## config.mk

```make
export PLATFORM = sky130hd
export DESIGN_NAME = rdmap_hdr_gen
export DESIGN_NICKNAME = d
export VERILOG_FILES = /design/src/rtl/rdmap_pkg.sv /design/src/rtl/rdmap_rr_arb.sv /design/src/rtl/rdmap_hdr_gen.sv
export SDC_FILE = /design/constraint.sdc
export NUM_CORES = 1
export LEC_CHECK = 0
export BUFFER_PORTS_ARGS = -buffer_cell sky130_fd_sc_hd__buf_2
export CAP_MARGIN = 15
export CORE_MARGIN = 2
export CORE_UTILIZATION = 30
export CTS_CLUSTER_DIAMETER = 40
export CTS_CLUSTER_SIZE = 30
export DETAILED_ROUTE_END_ITERATION = 12
export GPL_TIMING_DRIVEN = 1
export SETUP_SLACK_MARGIN = 0.3
export SYNTH_ARGS = -nofsm -noshare
export SYNTH_HDL_FRONTEND = slang
export SYNTH_SLANG_ARGS = --single-unit
```

## constraint.sdc

```tcl
create_clock -name clock -period 14.7 [get_ports clock]
set_clock_uncertainty 0.2 [all_clocks]
set_input_delay 2.94 -clock clock [delete_from_list [all_inputs] [get_ports clock]]
set_output_delay 2.94 -clock clock [all_outputs]
set_load 0.05 [all_outputs]
```

## src/rtl/rdmap_pkg.sv

```systemverilog
// Shared definitions for the RDMAP transmit header path: opcodes, header field
// positions, source indices and a SEND/TID header builder.
package rdmap_pkg;

  localparam int unsigned TID_W   = 8;
  localparam int unsigned QN_W    = 16;
  localparam int unsigned HDR_W   = 48;
  localparam int unsigned SEG_W   = 3;
  localparam int unsigned NUM_SRC = 5;

  // 4-bit RDMAP opcodes, shared with the receive-side classifier
  localparam logic [3:0] OP_SEND    = 4'b0000;
  localparam logic [3:0] OP_RCV     = 4'b0001;
  localparam logic [3:0] OP_REQ     = 4'b0011;
  localparam logic [3:0] OP_ACK     = 4'b0111;
  localparam logic [3:0] OP_WR_DONE = 4'b0110;
  localparam logic [3:0] OP_RD_DONE = 4'b0100;

  // Header field LSB positions
  localparam int unsigned HDR_TID_LSB  = 40;
  localparam int unsigned HDR_SEG_LSB  = 37;
  localparam int unsigned HDR_LAST_BIT = 36;
  localparam int unsigned ACK_TID_LSB  = 36;
  localparam int unsigned ACK_QN_LSB   = 20;

  // Source index; also the round-robin order
  typedef enum logic [2:0] {
    SrcAck    = 3'd0,
    SrcReq    = 3'd1,
    SrcSend   = 3'd2,
    SrcWrDone = 3'd3,
    SrcRdDone = 3'd4
  } src_e;

  // TID in [47:40], segment index and last flag; WR_DONE/RD_DONE use seg=0, last=0
  function automatic logic [HDR_W-1:0] send_hdr(input logic [TID_W-1:0] tid,
                                                input logic [SEG_W-1:0] seg,
                                                input logic             last);
    logic [HDR_W-1:0] h;
    h = '0;
    h[HDR_TID_LSB +: TID_W] = tid;
    h[HDR_SEG_LSB +: SEG_W] = seg;
    h[HDR_LAST_BIT]         = last;
    return h;
  endfunction

endpackage

```

## src/rtl/rdmap_rr_arb.sv

```systemverilog
// Five-way round-robin arbiter. The grant is combinational and one-hot; the
// pointer moves past the given source only when the advance strobe fires.
module rdmap_rr_arb
  import rdmap_pkg::*;
(
  input  logic               i_clk,
  input  logic               i_rst_n,
  input  logic [NUM_SRC-1:0] i_req,
  input  logic               i_advance,
  input  src_e               i_adv_src,
  output logic [NUM_SRC-1:0] o_gnt,
  output src_e               o_gnt_src
);

  src_e r_ptr;
  src_e w_ptr_next;

  // Pick the first requester at or after the pointer, wrapping at NUM_SRC
  always_comb begin
    logic        found;
    int unsigned idx;
    o_gnt     = '0;
    o_gnt_src = SrcAck;
    found     = 1'b0;
    idx       = 0;
    for (int unsigned off = 0; off < NUM_SRC; off++) begin
      idx = (32'(r_ptr) + off) % NUM_SRC;
      if (!found && i_req[idx]) begin
        found      = 1'b1;
        o_gnt[idx] = 1'b1;
        o_gnt_src  = src_e'(idx[2:0]);
      end
    end
  end

  assign w_ptr_next = (i_adv_src == SrcRdDone) ? SrcAck : src_e'(i_adv_src + 3'd1);

  // Pointer register: starts at ACK, steps past the source just finished
  always_ff @(posedge i_clk or negedge i_rst_n) begin
    if (!i_rst_n) begin
      r_ptr <= SrcAck;
    end else if (i_advance) begin
      r_ptr <= w_ptr_next;
    end
  end

endmodule

```

## src/rtl/rdmap_hdr_gen.sv

```systemverilog
// Transmit-side RDMAP header generator: arbitrates the five operator FIFOs,
// builds one header per segment and hands it to DDP over valid/ready.
module rdmap_hdr_gen
  import rdmap_pkg::*;
(
  input  logic                    clock,
  input  logic                    reset,
  input  logic                    sendFifoEmpty,
  output logic                    sendFifoPop,
  input  logic [SEG_W+TID_W-1:0]  sendFifoData,
  input  logic                    ackFifoEmpty,
  output logic                    ackFifoPop,
  input  logic [TID_W+QN_W-1:0]   ackFifoData,
  input  logic                    wrDoneFifoEmpty,
  output logic                    wrDoneFifoPop,
  input  logic [TID_W-1:0]        wrDoneFifoData,
  input  logic                    rdDoneFifoEmpty,
  output logic                    rdDoneFifoPop,
  input  logic [TID_W-1:0]        rdDoneFifoData,
  input  logic                    reqFifoEmpty,
  output logic                    reqFifoPop,
  input  logic [HDR_W-1:0]        reqFifoData,
  output logic                    dataNumWr,
  output logic [TID_W-1:0]        dataNumWrAddr,
  output logic [SEG_W-1:0]        dataNumWrData,
  output logic                    rdmap2DdpHdrValid,
  output logic [7:0]              rdmap2DdpControl,
  output logic [HDR_W-1:0]        rdmap2DdpHeader,
  input  logic                    ddp2RdmapHdrReady,
  output logic                    errDataNum,
  output logic                    busy
);

  typedef enum logic {StIdle, StEmit} state_e;

  state_e           r_state, w_state_d;
  src_e             r_src, w_src_d;
  logic [HDR_W-1:0] r_hdr, w_hdr_d;
  logic [3:0]       r_op, w_op_d;
  logic [SEG_W-1:0] r_seg, w_seg_d;
  logic [SEG_W-1:0] r_total, w_total_d;
  logic [TID_W-1:0] r_tid, w_tid_d;

  logic [NUM_SRC-1:0] w_req, w_gnt, w_pop;
  src_e               w_gnt_src;
  logic               w_can_grant, w_grant, w_accept, w_last, w_advance;
  logic [SEG_W-1:0]   w_dn_raw, w_dn, w_seg_next;

  assign w_req = {~rdDoneFifoEmpty, ~wrDoneFifoEmpty, ~sendFifoEmpty,
                  ~reqFifoEmpty, ~ackFifoEmpty};

  rdmap_rr_arb u_arb (
    .i_clk     (clock),
    .i_rst_n   (reset),
    .i_req     (w_req),
    .i_advance (w_advance),
    .i_adv_src (r_src),
    .o_gnt     (w_gnt),
    .o_gnt_src (w_gnt_src)
  );

  // Reset also gates the combinational strobes so every output reads 0 while held
  assign w_can_grant = (r_state == StIdle) && reset;
  assign w_pop       = w_can_grant ? w_gnt : '0;
  assign w_grant     = |w_pop;

  // A zero segment count is flagged and treated as one segment
  assign w_dn_raw = sendFifoData[TID_W +: SEG_W];
  assign w_dn     = (w_dn_raw == '0) ? SEG_W'(1) : w_dn_raw;

  assign w_accept   = (r_state == StEmit) && ddp2RdmapHdrReady;
  assign w_last     = (r_src != SrcSend) || (r_seg == r_total - SEG_W'(1));
  assign w_advance  = w_accept && w_last;
  assign w_seg_next = r_seg + SEG_W'(1);

  // Next-state: latch the granted message in IDLE, step segments in EMIT
  always_comb begin
    w_state_d = r_state;
    w_src_d   = r_src;
    w_hdr_d   = r_hdr;
    w_op_d    = r_op;
    w_seg_d   = r_seg;
    w_total_d = r_total;
    w_tid_d   = r_tid;
    unique case (r_state)
      StIdle: begin
        if (w_grant) begin
          w_state_d = StEmit;
          w_src_d   = w_gnt_src;
          w_seg_d   = '0;
          w_total_d = SEG_W'(1);
          unique case (w_gnt_src)
            SrcAck: begin
              w_op_d  = OP_ACK;
              w_hdr_d = '0;
              w_hdr_d[ACK_TID_LSB +: TID_W] = ackFifoData[QN_W +: TID_W];
              w_hdr_d[ACK_QN_LSB +: QN_W]   = ackFifoData[QN_W-1:0];
            end
            SrcReq: begin
              w_op_d  = OP_REQ;
              w_hdr_d = reqFifoData;
            end
            SrcSend: begin
              w_op_d    = OP_SEND;
              w_tid_d   = sendFifoData[TID_W-1:0];
              w_total_d = w_dn;
              w_hdr_d   = send_hdr(sendFifoData[TID_W-1:0], '0, w_dn == SEG_W'(1));
            end
            SrcWrDone: begin
              w_op_d  = OP_WR_DONE;
              w_hdr_d = send_hdr(wrDoneFifoData, '0, 1'b0);
            end
            SrcRdDone: begin
              w_op_d  = OP_RD_DONE;
              w_hdr_d = send_hdr(rdDoneFifoData, '0, 1'b0);
            end
            default: ;
          endcase
        end
      end
      StEmit: begin
        if (w_accept) begin
          if (w_last) begin
            w_state_d = StIdle;
          end else begin
            w_seg_d = w_seg_next;
            w_hdr_d = send_hdr(r_tid, w_seg_next, w_seg_next == r_total - SEG_W'(1));
          end
        end
      end
      default: w_state_d = StIdle;
    endcase
  end

  // State and header registers
  always_ff @(posedge clock or negedge reset) begin
    if (!reset) begin
      r_state <= StIdle;
      r_src   <= SrcAck;
      r_hdr   <= '0;
      r_op    <= '0;
      r_seg   <= '0;
      r_total <= '0;
      r_tid   <= '0;
    end else begin
      r_state <= w_state_d;
      r_src   <= w_src_d;
      r_hdr   <= w_hdr_d;
      r_op    <= w_op_d;
      r_seg   <= w_seg_d;
      r_total <= w_total_d;
      r_tid   <= w_tid_d;
    end
  end

  assign ackFifoPop    = w_pop[SrcAck];
  assign reqFifoPop    = w_pop[SrcReq];
  assign sendFifoPop   = w_pop[SrcSend];
  assign wrDoneFifoPop = w_pop[SrcWrDone];
  assign rdDoneFifoPop = w_pop[SrcRdDone];

  assign dataNumWr     = w_pop[SrcSend];
  assign dataNumWrAddr = dataNumWr ? sendFifoData[TID_W-1:0] : '0;
  assign dataNumWrData = dataNumWr ? w_dn : '0;
  assign errDataNum    = dataNumWr && (w_dn_raw == '0);

  assign rdmap2DdpHdrValid = (r_state == StEmit);
  assign busy              = (r_state == StEmit);
  assign rdmap2DdpControl  = {4'b0000, r_op};
  assign rdmap2DdpHeader   = r_hdr;

endmodule

```

; ---- After elaboration in Yosys (flattened, before gate mapping)
; Cells that the tools add are included.
[classes]
n_shift = 0
n_reduce_logical = 27
bitwise = 10
n_mul = 0
add_sub_neg = 7
n_eq_ne = 13
muxes = 54
div_mod_pow = 5
magnitude_cmp = 10
[ops]
columns = op, n
row1 = one-hot mux 48 bit (5 select lines), 1
row2 = "greater-or-equal comparator 32 x 1 -> 1 bit, second input constant", 5
row3 = "< comparator 32 x 4 -> 1 bit, second input constant", 5
row4 = two-way mux 48 bit, 3
row5 = "remainder unit 32 x 3 -> 32 bit, second input constant", 4
row6 = one-hot mux 48 bit (2 select lines), 1
row7 = two-way mux 3 bit, 12
row8 = "remainder unit 3 x 3 -> 32 bit, second input constant", 1
row9 = two-way mux 5 bit, 6
row10 = bitwise OR 5 bit, 4
row11 = one-hot mux 4 bit (5 select lines), 1
row12 = two-way mux 1 bit, 17
row13 = binary-select mux 1 bit (select 3 bit), 5
row14 = demux 1 bit (select 3 bit), 5
row15 = logical AND 1 bit, 13
row16 = AND reduction 3 bit, 3
row17 = "adder 3 x 2 -> 4 bit, second input constant", 2
row18 = two-way mux 8 bit, 1
row19 = "adder 3 x 1 -> 3 bit, second input constant", 2
row20 = "equality test 3 x 1 -> 1 bit, second input constant", 2
row21 = "equality test 3 x 2 -> 1 bit, second input constant", 2
row22 = equality test 3 bit, 2
row23 = "equality test 3 bit, second input constant", 2
row24 = zero test 3 bit, 2
row25 = 16 further kinds, 25
[word_totals]
rom_bits = 0
word_cells = 134
latch_bits = 0
ramBits = 0
register_bits = 73
memories = 0
output_inout_bits = 76
input_bits = 107

; ---- Longest topological paths before layout
[depth]
depth_word = 20
mapped_depth = 31
mapped_depth_nobuf = 22

; ---- Modules after synthesis
; A second synthesis with hierarchy kept.
[unflattened]
cells_unflattened = 714
hier_area_um2 = 6383.6
[by_module_without_submodules]
columns = mod, area_per_inst_um2, seq_area_each_um2, cells_per_inst, instances
row1 = rdmap_hdr_gen, 3995.1, 1726.7, 363, 1
row2 = rdmap_rr_arb, 2388.5, 75.1, 351, 1

; ---- Worst setup path after synthesis
; OpenSTA, ideal clock, no wires.
[synth_path]
path_kind = in2out
start = in ackFifoEmpty
end = out dataNumWrAddr[0]
cell_stages = 10
arrival_time_ns = 5.908
path_buffers = 1
required_ns = 11.560
slack_ns = 5.652
path_cell_list = inv_1 a21oi_1 nor2_1 o41ai_4 o31ai_1 or3_1 or3_1 a31oi_2 clkbuf_1 and2_1
[synth_via]
elab_chain_cells = 18
elab_cells_between_ends = 34
classes_between = mux (21) / bitwise (5) / reduce/logical (8)
[synth_lines]
columns = item, line_no
row1 = start: declaration, rdmap_hdr_gen.sv:11  ; input logic ackFifoEmpty,
row2 = NOT 1 bit (*), rdmap_hdr_gen.sv:50  ; ~reqFifoEmpty, ~ackFifoEmpty};
row3 = binary-select mux 1 bit (select 3 bit), rdmap_rr_arb.sv:28  ; if (!found && i_req[idx]) begin
row4 = two-way mux 1 bit (not written as such), rdmap_rr_arb.sv:28
row5 = two-way mux 1 bit, rdmap_rr_arb.sv:28
row6 = zero test 1 bit, rdmap_rr_arb.sv:28
row7 = logical AND 1 bit, rdmap_rr_arb.sv:28
row8 = two-way mux 1 bit, rdmap_rr_arb.sv:28
row9 = zero test 1 bit, rdmap_rr_arb.sv:28
row10 = [3 not listed], n/a
row11 = logical AND 1 bit, rdmap_rr_arb.sv:28
row12 = two-way mux 1 bit, rdmap_rr_arb.sv:28
row13 = zero test 1 bit, rdmap_rr_arb.sv:28
row14 = logical AND 1 bit, rdmap_rr_arb.sv:28
row15 = two-way mux 5 bit (*), rdmap_rr_arb.sv:28
row16 = two-way mux 5 bit (*), rdmap_hdr_gen.sv:64  ; assign w_pop = w_can_grant ? w_gnt : '0;
row17 = via dataNumWr, rdmap_hdr_gen.sv:23  ; output logic dataNumWr,
row18 = two-way mux 8 bit (*), rdmap_hdr_gen.sv:163  ; assign dataNumWrAddr = dataNumWr ? sendFifoData[TID_W-1:0] : '0;
row19 = end: declaration, rdmap_hdr_gen.sv:24  ; output logic [TID_W-1:0] dataNumWrAddr,
; Mark *: on every way through the listed nets, which the timed path passes. The rest lies on a longest branch. The select of a mux whose other input is x is not followed.

; ---- Worst setup path in the final report
[layout_path]
start = reg u_arb.r_ptr[0]
end = out wrDoneFifoPop
[layout_via]
elab_chain_cells = 17
elab_cells_between_ends = 66
classes_between = add/sub (4) / div (5) / order compare (10) / mux (30) / bitwise (4) / reduce/logical (13)
[layout_lines]
columns = item, line_no
row1 = start: declaration, rdmap_rr_arb.sv:15  ; src_e r_ptr;
row2 = start signal: assignment, rdmap_rr_arb.sv:41  ; r_ptr <= SrcAck;
row3 = start signal: assignment, rdmap_rr_arb.sv:43  ; r_ptr <= w_ptr_next;
row4 = branches (longest 15 deep; another with remainder unit 32 x 3 -> 32 bit), n/a
row5 = two-way mux 5 bit (*), rdmap_rr_arb.sv:28
row6 = two-way mux 5 bit (*), rdmap_hdr_gen.sv:64
row7 = end: declaration, rdmap_hdr_gen.sv:15  ; output logic wrDoneFifoPop,
; Every way passes the cells marked *. The select of a mux whose other input is x is not followed.

==> impl_results.rst <==
.. list-table::
   :header-rows: 1

   * - Metric
     - Value
   * - Leftover overflow at the end of global routing
     - 0
   * - Hold Path Class
     - register to register
   * - Height of the die
     - 149 um
   * - Critical path startpoint category
     - register
   * - Sum of negative setup slack
     - 0 ns
   * - Count of different cell masters after synthesis
     - 90
   * - Number of cells on the worst reg-to-reg path
     - 22
   * - Max-cap check violation count
     - 0
   * - Number of enable flip-flop cells after synthesis
     - 0
   * - Per-cell via count in the routed design
     - 5.58
   * - Number of placed I/O pins
     - 183
   * - H-tree levels
     - 3
   * - Synth warnings
     - 0
   * - Buffers inserted by post-CTS timing repair
     - 0
   * - FF+latch count, synth
     - 72
   * - Final HPWL from detailed placement
     - 15.7 mm
   * - Port Buffers
     - 177
   * - Worst-path cell with the longest stage delay
     - ha_1
   * - First-pass GRT wire length
     - 32.3 mm
   * - # setup viols final
     - 0
   * - Source of the worst register-to-register timing path
     - u_arb.r_ptr[0]
   * - Cell repeated most along the worst path
     - ha_1
   * - Number of nets in the finished design
     - 1018
   * - CTS Hold Buffers Added
     - 0
   * - Endpoint class of the critical path
     - primary output
   * - Hold Fails Final Rpt
     - 0
   * - TritonCTS buffer count
     - 9
   * - Share of synthesized area occupied by flip-flops and latches
     - 0.286
   * - Tcrit/Tclk final
     - 0.685
   * - Root buffer cell
     - clkbuf_16
   * - Routed len/inst
     - 18.0 um
   * - Arrival time worst endpoint
     - 6.94 ns
   * - DRT iter0 DRCs
     - 530
   * - Hold Path End
     - rdmap2DdpHeader[34]
   * - Share of the synthesized area in the top cell type
     - 0.286
   * - Final routed wirelength across all metal layers
     - 20.8 mm
   * - Initial antenna violation count
     - 0
   * - Final ANT Viol Nets
     - 0
   * - Most frequent cell after synthesis
     - dfrtp_1
   * - Slew at the pin closest to its max-slew limit
     - 1.03 ns
   * - Post-Syn Area
     - 6290 um^2
   * - Remaining max-slew budget at the tightest pin
     - 0.304
   * - Post-synthesis instance total
     - 727
   * - End of the worst register-to-register path
     - busy
   * - Outcome
     - complete, no violations
   * - Number of resized instances in the post-cts repair step
     - 0
   * - Fraction of final layout cells sized beyond drive strength 1
     - 0.275
   * - Placeable core area
     - 20400 um^2
   * - Routability-driven placement congestion ratio
     - 0.865
   * - Setup repair after global routing missed its margin
     - false
   * - Primary flip-flop cell chosen by synthesis mapping
     - dfrtp_1
   * - Worst-case clock buffer depth
     - 2
   * - Number of cell rows
     - 52
   * - Post-route cell area
     - 7700 um^2
   * - Worst-Skew Late Latency
     - 0.33 ns
   * - Vias in the first global route
     - 6086
   * - Final slew viol count
     - 0
   * - Setup slack of the worst register-to-register path
     - 6.68 ns
   * - Router iterations before antenna repair
     - 7
   * - Largest fanout on the critical path
     - 44
   * - CTS tree
     - built
   * - Via Count
     - 6438
   * - Biggest area contributors in the synthesized netlist
     - dfrtp_1 (29%), ha_1 (6.4%), a21oi_1 (3.8%)
   * - Sink count of the clock tree
     - 72
   * - Fraction of synthesis flops using an asynchronous set or reset pin
     - 1.00
   * - Die ar.
     - 22100 um^2
   * - Most frequent cells after synthesis
     - dfrtp_1 (72), nand2_1 (55), a21oi_1 (48)
   * - Overall routing resource usage
     - 0.181
   * - Worst hold path stage count
     - 2
   * - Clock period minus final worst setup slack
     - 10.08 ns
   * - Crit path largest cell delay
     - 1.01 ns
   * - Highest Clock Rate
     - 99.3 MHz
   * - Maximum number of pins on one net before global-route repair
     - 73
   * - DRC violation count after routing
     - 0
   * - P&R area growth vs syn
     - 22.5%
   * - Start point of the worst min-delay path
     - rdmap2DdpHeader[34]
   * - Clock-pin slew on the worst setup and hold paths
     - 0.06 ns
   * - Diodes inserted
     - 0
   * - Placed instance area
     - 7330 um^2
   * - Library cell occupying the most area in the post-synthesis netlist
     - dfrtp_1
   * - Critical Setup Path Class
     - register to primary output
   * - Chip width
     - 149 um
   * - Post-synthesis average cell area
     - 8.65 um^2
   * - Data required time at the worst endpoint
     - 11.56 ns
   * - Cell-by-cell listing of the critical path
     - buf_4 -> clkinv_1 -> ha_1 -> inv_1 -> ha_1 -> nor3_1 -> nor3_1 -> nor2_1 -> inv_1 -> ha_1 -> nand2b_1 -> o2111ai_1 -> o21ai_1 -> mux2i_1 -> a21oi_1 -> o211a_1 -> or4_1 -> a31oi_1 -> buf_2
   * - Starting density of the core
     - 0.308
-- cells by family after synthesis --
family                     synth area share
and+or+nand+nor                       0.196
adders and majority gates            0.0652
xor gates and xnor gates             0.0207
AOI/OAI and AO/OA                     0.310
DFF                                   0.286
buffers and inverters                0.0686
muxes                                0.0527
other                              0.000596
-- critical path, delay by kind of cell (launching register included) --
family / cells / cell delay [ns]
adders and majority gates: 3 / 1.60
buffers and inverters: 5 / 1.78
muxes: 1 / 0.33
AOI/OAI and AO/OA: 5 / 1.26
and+or+nand+nor: 5 / 1.32
DFF: 1 / 0.32
-- worst max-delay path by stage --
stage                   start                to  slack, ns
2_1_floorplan    ackFifoEmpty  dataNumWrAddr[0]       5.65
3_3_place_gp   u_arb.r_ptr[0]     wrDoneFifoPop       5.18
3_5_place_dp   u_arb.r_ptr[0]     wrDoneFifoPop       5.01
4_1_cts        u_arb.r_ptr[0]     wrDoneFifoPop       4.67
5_1_grt        u_arb.r_ptr[0]     rdDoneFifoPop       4.06
6_report       u_arb.r_ptr[0]     wrDoneFifoPop       4.62
-- registers in the layout, indices dropped and copies added (netlist names) --
register,flops
r_tid,8
busy,1
u_arb.r_ptr,3
r_total,3
rdmap2DdpHeader,48
r_op,3
r_src,3
r_seg,3
-- per-layer routing --
layer	global-route usage	routed length [um]
met4	0.0371	306
met1	0.250	9440
met5	0	0
met3	0.0291	1120
met2	0.299	9900
-- placed cells by master (no fill, tap or decap), types with 6 or more instances in the layout --
cell type | Yosys | routed
mux2_2 | 13 | 13
o211a_1 | 7 | 7
a211o_1 | 7 | 7
or4_1 | 6 | 6
buf_4 | 11 | 12
nor3_1 | 21 | 21
and3_1 | 8 | 8
a211oi_1 | 7 | 7
ha_1 | 32 | 32
nand3_1 | 21 | 21
a21o_1 | 11 | 11
nand2_1 | 55 | 55
or3_1 | 15 | 15
nand4_1 | 9 | 9
o21ai_0 | 23 | 23
dfrtp_1 | 72 | 72
and2_1 | 18 | 18
a21oi_1 | 48 | 48
clkbuf_16 | 0 | 9
o211ai_1 | 9 | 9
inv_1 | 36 | 36
o31ai_1 | 15 | 15
a222oi_1 | 14 | 14
nand2b_1 | 10 | 10
nor2b_1 | 6 | 6
a2bb2oi_1 | 9 | 9
mux2i_1 | 17 | 17
a22o_1 | 26 | 26
xnor2_1 | 6 | 6
nor2_1 | 38 | 38
buf_2 | 14 | 176
a31oi_1 | 9 | 9
xor2_1 | 7 | 7
-- cell type report --
| cell class | count | area (um^2) |
|---|---|---|
| clock inverters | 4 | 98.8 |
| inverters | 37 | 139 |
| clock buffers | 12 | 267 |
| repair buffers | 189 | 982 |
| fillers | 2178 | 12700 |
| flip-flops and latches | 72 | 1800 |
| well taps | 270 | 338 |
| multi-input cells | 570 | 4080 |
-- through the flow --
step	std cells	utilization	hold slack, ns	setup slack (ns)
floorplan	731	-	0.250	5.65
global placement	1137	0.359	0.266	5.18
detailed placement	1137	0.359	0.276	5.01
CTS	1153	0.377	0.289	4.67
global route	1154	0.377	0.306	4.06
finish	1154	0.377	0.287	4.62
Power is not shown: default switching activity piles up to over one toggle a cycle in this logic, so the estimate is an artifact.
